**config.mk**
```make
export PLATFORM = sky130hd
export DESIGN_NAME = pipe_adder
export DESIGN_NICKNAME = d
export VERILOG_FILES = /design/src/rtl/pipe_adder.sv
export SDC_FILE = /design/constraint.sdc
export NUM_CORES = 1
export LEC_CHECK = 0
export CAP_MARGIN = 20
export CORE_ASPECT_RATIO = 0.8
export CORE_MARGIN = 4
export CORE_UTILIZATION = 52
export DETAILED_ROUTE_END_ITERATION = 12
export MAX_ROUTING_LAYER = met4
export PLACE_DENSITY = 0.9
export REMOVE_ABC_BUFFERS = 1
export SETUP_SLACK_MARGIN = 0.1
export SYNTH_ARGS = -nofsm -noshare
export SYNTH_HDL_FRONTEND = slang
export SYNTH_SLANG_ARGS = --single-unit
```
**constraint.sdc**
```tcl
create_clock -name clk -period 2.05 [get_ports clk]
set_clock_uncertainty 0.2 [all_clocks]
set_input_delay 0.41 -clock clk [delete_from_list [all_inputs] [get_ports clk]]
set_output_delay 0.41 -clock clk [all_outputs]
set_load 0.02 [all_outputs]
```
**src/rtl/pipe_adder.sv**
```systemverilog
// pipe_adder: ripple-carry adder split into STAGES chunk-wide pipeline stages
// with a valid/ready handshake. The whole pipeline advances as one unit
// whenever the output register is empty or being consumed.
//
// Optional feature: define PIPE_ADDER_OVF_EN to add the `ovf` output, which
// flags two's-complement overflow of the delivered sum.
module pipe_adder #(
  parameter int WIDTH  = 8,
  parameter int STAGES = 4
) (
  input  logic             clk,
  input  logic             rst_n,
  input  logic [WIDTH-1:0] a,
  input  logic [WIDTH-1:0] b,
  input  logic             cin,
  input  logic             in_valid,
  output logic             in_ready,
  output logic [WIDTH-1:0] sum,
  output logic             carry,
  output logic             out_valid,
  input  logic             out_ready
`ifdef PIPE_ADDER_OVF_EN
  ,
  output logic             ovf
`endif
);

  localparam int CH = WIDTH / STAGES;

  if (STAGES < 1 || (WIDTH % STAGES) != 0) begin : g_cfg_err
    $error("pipe_adder: STAGES must be >= 1 and divide WIDTH");
  end

  // Global advance: a stalled output freezes every stage so nothing is lost.
  logic adv;
  assign adv      = !out_valid || out_ready;
  assign in_ready = adv;

  for (genvar k = 0; k < STAGES; k++) begin : g_stg
    // Inputs to this stage: raw ports for stage 0, previous stage otherwise.
    logic [WIDTH-1:0] a_in, b_in, s_in;
    logic             c_in, v_in;
    logic [CH:0]      chunk;
    logic [WIDTH-1:0] s_nxt;
    // Stage registers. Operands travel whole so later chunks stay aligned
    // with their transaction; completed sum chunks accumulate in s_p.
    logic [WIDTH-1:0] a_p, b_p, s_p;
    logic             c_p, vld_p;

    if (k == 0) begin : g_head
      assign a_in = a;
      assign b_in = b;
      assign s_in = '0;
      assign c_in = cin;
      assign v_in = in_valid;
    end else begin : g_link
      assign a_in = g_stg[k-1].a_p;
      assign b_in = g_stg[k-1].b_p;
      assign s_in = g_stg[k-1].s_p;
      assign c_in = g_stg[k-1].c_p;
      assign v_in = g_stg[k-1].vld_p;
    end

    // Chunk k of the addition; the extra top bit is the carry to stage k+1.
    assign chunk = {1'b0, a_in[k*CH +: CH]} + {1'b0, b_in[k*CH +: CH]}
                 + {{CH{1'b0}}, c_in};

    // Splice the new chunk into the partial sum carried from earlier stages.
    always_comb begin
      s_nxt = s_in;
      s_nxt[k*CH +: CH] = chunk[CH-1:0];
    end

    // Stage valid bit: cleared by reset, moves with the pipeline.
    always_ff @(posedge clk or negedge rst_n) begin
      if (!rst_n) begin
        vld_p <= 1'b0;
      end else if (adv) begin
        vld_p <= v_in;
      end
    end

    // Operand skew registers: data only, no reset needed.
    always_ff @(posedge clk) begin
      if (adv) begin
        a_p <= a_in;
        b_p <= b_in;
      end
    end

    if (k == STAGES-1) begin : g_tail
      // Final stage drives sum/carry directly, so it must clear on reset.
      always_ff @(posedge clk or negedge rst_n) begin
        if (!rst_n) begin
          s_p <= '0;
          c_p <= 1'b0;
        end else if (adv) begin
          s_p <= s_nxt;
          c_p <= chunk[CH];
        end
      end
    end else begin : g_mid
      // Intermediate partial sum and chunk carry.
      always_ff @(posedge clk) begin
        if (adv) begin
          s_p <= s_nxt;
          c_p <= chunk[CH];
        end
      end
    end
  end

  // ---- output stage boundary ----
  assign out_valid = g_stg[STAGES-1].vld_p;
  assign sum       = g_stg[STAGES-1].s_p;
  assign carry     = g_stg[STAGES-1].c_p;

  // The last stage's operand copy only matters for its sign bits (overflow);
  // the remaining bits are dropped here on purpose.
  logic unused_ops;
  assign unused_ops = ^{g_stg[STAGES-1].a_p, g_stg[STAGES-1].b_p};

`ifdef PIPE_ADDER_OVF_EN
  // Overflow: operands share a sign and the result sign differs. Gated by
  // out_valid so it reads 0 in reset and is held under stall with sum.
  assign ovf = out_valid
             && (g_stg[STAGES-1].a_p[WIDTH-1] == g_stg[STAGES-1].b_p[WIDTH-1])
             && (sum[WIDTH-1] != g_stg[STAGES-1].a_p[WIDTH-1]);
`endif

endmodule
```
==> key figures, run 1 <==
Detailed routing
  • Routed length per instance: between 10 and 15 µm
  • Total Wirelength: roughly 2.7 mm
  • # DRC: 0
  • DR iter-0 viols: 84
  • Via-to-Cell Ratio: around 4.8
  • Via count: slightly above 900
  • Antenna-violating nets left: 0
  • Number of detailed-routing iterations run before antenna repair: 4

Clocking
  • Skew-Pair Late Insertion Delay: around 0.30 ns
  • CTS tree: built
  • Clock sink total: between 50 and 60
  • Clock Pin Slew Worst Setup and Hold Paths: ~0.090 ns
  • Clock root buffer master: clkbuf_8
  • Num CTS Buffers: 5
  • H-tree levels: 2
  • Worst-case clock buffer depth: 2
  • Hold-fix buffer count after cts: 0

Global route
  • Vias in the first global route: between 900 and 1k
  • Global-route usage over all layers: about an eighth
  • GRT Residual Overflow: 0
  • Initial antenna violation count: 0
  • Global-route wire length before repair: ~4.5 mm
  • Largest net degree at the start of global routing: 52

Setup path
  • Worst Path Required: between 1.5 and 2 ns
  • Worst path cell trace: clkdlybuf4s50_1 -> inv_1 -> fa_2 -> fa_1 -> inv_1
  • CP arrival: around 1.8 ns
  • Crit. End Element: flop
  • Cell at the slowest stage of the critical path: fa_1
  • Most used cell, CP: inv_1
  • CP Max Fanout: 1
  • Startpoint types: input port
  • Delay of the slowest critical-path stage: about 0.48 ns
  • WS Path Type: in2reg

Pwr
  • Cell Pwr Density: 1430 mW/mm²
  • Leakage: ~0.0011 µW
  • Total Power: roughly 3600 µW
  • Maximum VDD drop: about 0.68 mV

Floorplanning
  • Row cnt: 19
  • Core outline area: around 0.0035 mm²
  • Initial Util: between 50% and 60%
  • # IOs: 32
  • Die height: 62.8 µm
  • Die W: 76.5 µm
  • Die area: between 0.004 and 0.005 mm²

STA
  • Worst slew margin: 62.5%
  • Final min period: 1.92 ns
  • Worst-Margin Slew: around 0.56 ns
  • Tcrit/Tclk final: between 90 and 100%
  • RSZ-0062 raised after global routing: no
  • Max frequency: roughly 520 MHz
  • Hold slack: ~0.22 ns
  • Final Hold Fails: 0
  • Setup_tns: 0 ns
  • Setup-failing EPs final: 0
  • Max-slew violation count: 0

Job
  • # Max-Cap Violations: 0

Placed design
  • Placed wire-length estimate: 1.88 mm
  • Placer Congestion: 0.717
  • Port Buf Inserts: 31
  • Dpl cells: 182

Synth
  • Compound-Gate Fraction of Synth Area: less than 1%
  • Post-Synth Adder-Cell Area: ~8%
  • Post-Synthesis Cells: ~110
  • Synth Area in Simple Gates: around 2.2%
  • Syn avg cell area: 18.3 µm²
  • Flops & latches, synth: 52
  • Synth Cell Area: 0.00195 mm²
  • Largest family of logic cells by synthesized area: adder cells
  • Synth area leader: edfxtp_1
  • Mux contribution to synthesized area: about 6.1%
  • Synth warnings: 0
  • Post-synthesis xor/xnor area fraction: 0%
  • Seq/Total Area, Yosys: approximately three quarters
  • Synth top area share: about three fifths
  • Dominant cells by area after synthesis: edfxtp_1 (60%), dfrtp_1 (17%), fa_1 (8.2%)
  • Cell variety after synth: 11

Finish
  • Most common cell after layout, fill and taps aside: edfxtp_1
  • Most frequent cells in the layout: edfxtp_1 (39), inv_1 (28), clkdlybuf4s50_1 (27)
  • Layout area overhead: 27.8%
  • Layout fillers: between 200 and 250
  • Multi-input gate area: 340 µm²
  • FF+latch area: approximately 0.0015 mm²
  • Ratio of cells with drive above 1 in the final layout: around 16%
  • Final std cells w/o fill: 190
  • Final net count: roughly 180
  • Antenna cells: 0

Outcome
  • Status: completed

Hold path
  • HP Class: reg2reg
[worst paths after layout]
path,startpoint,cells past startpoint,slack [ns],end
setup / recovery,a[0],5,0.13,g_stg[0].s_p[1]
hold / removal,g_stg[0].b_p[4],0,0.22,g_stg[1].b_p[4]
setup reg to reg,g_stg[0].a_p[2],4,0.26,g_stg[1].s_p[3]
hold reg to reg,g_stg[0].b_p[4],0,0.22,g_stg[1].b_p[4]
max in group asynchronous,rst_n,1,1.02,sum[5]
min in group asynchronous,rst_n,1,0.27,out_valid
[stage by stage]
| step | setup WS [ns] | util (%) | instance area (µm²) |
|---|---|---|---|
| 5_1_grt | 0.105 | 71.0 | 2500 |
| 6_report | 0.125 | 71.0 | 2500 |
| 2_1_floorplan | 0.225 | - | 1940 |
| 4_1_cts | 0.0601 | 71.0 | 2500 |
| 3_3_place_gp | -0.246 | 66.5 | 2340 |
| 3_5_place_dp | -0.281 | 66.5 | 2340 |
[cell families after synthesis]
group                      Yosys count
adders and majority gates            8
and+or+nand+nor                      5
buffers and inverters               30
DFF                                 52
AOI/OAI and AO/OA                    3
muxes                                9
[layout make-up]
cell class | count | area share (%)
Timing Repair Buffer | 34 | 13.6
Multi-Input combinational cell | 25 | 13.6
Tap cell | 42 | 2.10
Clock inverter | 3 | 3.61
Sequential cell | 52 | 59.9
Inverter | 29 | 4.36
Clock buffer | 5 | 2.76
[repair_timing]
item / CTS / global route
setup endpoints to repair: 3 / 3
gates cloned: 0 / 0
pin swaps: 2 / 2
setup buffers: 0 / 0
resized for setup: 5 / 3
[metal layers]
layer  part of all wire, %  vias up  routed length [µm]  GRT usage, %
li1                      -      428                   -             -
met3                   6.1        6                 168          6.05
met2                    53       30                1450          21.2
met5                     0        -                   0             -
met4                   1.6        0                  43          5.43
met1                    39      457                1080          14.1
[synthesized netlist by cell type]
cell      instances
edfxtp_1         39
inv_1            29
dfrtp_1          13
fa_1              8
mux2_4            5
mux2_2            4
a21oi_1           3
nor3b_1           3
buf_6             1
nand2b_1          1
nand2b_4          1
[worst max-delay path, delay by kind of cell]
kind / cells / cell delay (ns)
fa+ha+maj: 2 / 0.83
buf+inv: 3 / 0.55
[registers in the layout, summed over array words and instances, names as in the netlist]
register     cells
carry            1
g_stg.a_p       12
g_stg.b_p       12
g_stg.c_p        3
g_stg.s_p       12
g_stg.vld_p      3
out_valid        1
sum              8
[report_power, final]
group | switching, µW | total (µW) | internal, µW
clock | 314 | 924 | 610
combinational | 459 | 911 | 453
sequential | 144 | 1720 | 1580
No activity file was read; power rests on OpenSTA's default activity.
==> run 2: changes to the inputs <==
Settings changed: CORE_UTILIZATION 52 to 26, PLACE_DENSITY 0.9 to 0.57.
==> key figures, run 2 (synthesis gave the netlist of run 1 again) <==
Finish
  • Final net count: 178 (was 176)
  • Largest regs: g_stg.a_p: 12 flops, g_stg.b_p: 12 flops, g_stg.s_p: 12 flops (unchanged)
  • Antenna cells: 0 (unchanged)
  • FF+latch area: 0.00150 mm² (unchanged)
  • Layout area overhead: 28.2% (was 27.8%)
  • Layout fillers: 685 (was 236)
  • Most frequent cells in the layout: edfxtp_1 (39), inv_1 (27), clkdlybuf4s50_1 (26) (was edfxtp_1 (39), inv_1 (28), clkdlybuf4s50_1 (27))
  • Most common cell after layout, fill and taps aside: edfxtp_1 (unchanged)
  • Multi-input gate area: 340 µm² (unchanged)
  • Ratio of cells with drive above 1 in the final layout: 16.7% (was 16.2%)

Placed design
  • Placer Congestion: 0.691 (was 0.717)
  • Port Buf Inserts: 31 (unchanged)
  • Pre-CTS setup slack: -0.304 ns (was -0.281 ns)
  • Placed wire-length estimate: 1.96 mm (was 1.88 mm)

Clocking
  • Clock Pin Slew Worst Setup and Hold Paths: 0.09 ns (about the same)
  • Skew-Pair Late Insertion Delay: 0.29 ns (was 0.30 ns)
  • Post-CTS Setup Inserts: 0 (unchanged)
  • H-tree levels: 2 (unchanged)
  • Clock root buffer master: clkbuf_8 (unchanged)
  • Clock sink total: 52 (unchanged)
  • CTS tree: built (unchanged)
  • Worst-case clock buffer depth: 2 (unchanged)
  • Num CTS Buffers: 5 (unchanged)

Setup path
  • WS Path Type: in2reg (unchanged)
  • Worst Reg2Reg Path Length in Cells: 4 (unchanged)
  • Startpoint types: input port (unchanged)
  • CP Max Fanout: 23 (was 1)
  • Reg2reg setup slack: 0.26 ns (about the same)
  • Crit. End Element: flop (unchanged)
  • Worst Path Required: 2.02 ns (was 1.92 ns)
  • Worst r2r src: g_stg[1].a_p[4] (was g_stg[0].a_p[2])
  • RR Endpoint: g_stg[2].s_p[5] (was g_stg[1].s_p[3])
  • CP arrival: 1.84 ns (was 1.79 ns)

Detailed routing
  • Antenna-violating nets left: 0 (unchanged)
  • Number of detailed-routing iterations run before antenna repair: 4 (unchanged)
  • Total Wirelength: 2.67 mm (was 2.74 mm)
  • Routed length per instance: 11.2 µm (was 14.4 µm)
  • DR iter-0 viols: 44 (was 84)
  • # DRC: 0 (unchanged)
  • DRT met1 WL: 1.20 mm (was 1.08 mm)
  • Via-to-Cell Ratio: 3.92 (was 4.85)
  • Routed wl met2: 1.29 mm (was 1.45 mm)
  • Met3 wire length: 151 µm (was 168 µm)
  • Via count: 929 (was 921)
  • Top Layer Used: met4 (unchanged)

Hold path
  • HP Class: in2async (was reg2reg)

Pwr
  • Logic pwr share: 28.3% (was 25.6%)
  • Maximum VDD drop: 0.529 mV (was 0.677 mV)
  • P_sw: 881 µW (was 917 µW)
  • Total Power: 3240 µW (was 3560 µW)
  • Pint: 2360 µW (was 2640 µW)
  • Sw frac: 27.2% (was 25.8%)
  • Clock share of power: 18.9% (was 26.0%)
  • Leakage: 0.00104 µW (was 0.00106 µW)
  • Cell Pwr Density: 1290 mW/mm² (was 1430 mW/mm²)
  • Sequential share of power: 52.8% (was 48.4%)

Outcome
  • Status: completed (unchanged)

STA
  • Max-slew violation count: 0 (unchanged)
  • Tcrit/Tclk final: 91.4% (was 93.9%)
  • Worst-Margin Slew: 0.290 ns (was 0.561 ns)
  • Final min period: 1.87 ns (was 1.92 ns)
  • Worst slew margin: 80.7% (was 62.5%)
  • Setup-failing EPs final: 0 (unchanged)
  • Max frequency: 534 MHz (was 520 MHz)
  • Final Hold Fails: 0 (unchanged)
  • Final WS setup: 0.177 ns (was 0.125 ns)
  • RSZ-0062 raised after global routing: no (unchanged)

Floorplanning
  • # IOs: 32 (unchanged)
  • Core outline area: 0.00709 mm² (was 0.00352 mm²)
  • Initial Util: 27.5% (was 55.5%)
  • Die W: 105 µm (was 76.5 µm)
  • Row cnt: 27 (was 19)
  • Die area: 0.00898 mm² (was 0.00481 mm²)
  • Die height: 85.5 µm (was 62.8 µm)

Global route
  • Initial antenna violation count: 0 (unchanged)
  • Largest net degree at the start of global routing: 30 (was 52)
  • Vias in the first global route: 1021 (was 994)
  • GRT Residual Overflow: 0 (unchanged)
  • Global-route usage over all layers: 6.79% (was 13.1%)
  • Global-route wire length before repair: 4.64 mm (was 4.53 mm)

Job
  • # Max-Cap Violations: 0 (unchanged)
-- run 2: power by group through the flow --
stage	Sequential, µW	Clock (µW)	Combinational (µW)
after floorplan	1830	0	416
after global placement	1730	0	918
after detailed placement	1740	0	947
after CTS	1720	644	939
after global routing	1760	688	1010
final	1710	612	917
-- run 2: worst max-delay path by stage --
stage | end | slack, ns | startpoint | cells past startpoint
3_3_place_gp | g_stg[0].s_p[1] | -0.25 | a[0] | 5
5_1_grt | sum[7] | 0.11 | sum[7] | 1
4_1_cts | in_ready | 0.07 | out_ready | 3
2_1_floorplan | g_stg[0].s_p[1] | 0.22 | a[0] | 4
6_report | sum[0] | 0.18 | out_ready | 5
3_5_place_dp | g_stg[0].s_p[1] | -0.30 | a[0] | 5
-- run 2: per-stage QoR --
step | instance area, µm² | cells | TNS (ns) | util, % | hold slack, ns
2_1_floorplan | 1940 | 106 | 0 | - | -0.0856
3_3_place_gp | 2410 | 229 | -0.666 | 34.0 | 0.202
3_5_place_dp | 2410 | 229 | -0.807 | 34.0 | 0.205
4_1_cts | 2510 | 237 | 0 | 35.4 | 0.220
5_1_grt | 2510 | 237 | 0 | 35.3 | 0.227
6_report | 2510 | 237 | 0 | 35.3 | 0.224
-- run 2: area by class of cell --
type	count	share of cell area (%)
well taps	87	4.34
flip-flops and latches	52	59.7
clock buffers	8	4.04
inverters	29	4.34
repair buffers	36	14.0
multi-input cells	25	13.6
-- run 2: what timing repair did --
action | 4_1_cts | 5_1_grt
gates resized for setup | 9 | 1
hold buffers | 0 | 0
pin swaps | 2 | 0
endpoints found under the setup margin | 3 | 1
-- run 2: per-layer routing --
| layer | vias up | track usage (%) |
|---|---|---|
| met5 | - | - |
| met4 | 0 | 2.15 |
| met3 | 5 | 2.56 |
| met2 | 27 | 10.9 |
| met1 | 467 | 7.93 |
| li1 | 430 | - |
-- run 2: worst max-delay path: stages --
cell and delay [ns]:
clkdlybuf4s50_1 0.48, nand2b_4 0.15, buf_4 0.13, buf_4 0.28
mux2_2 0.37
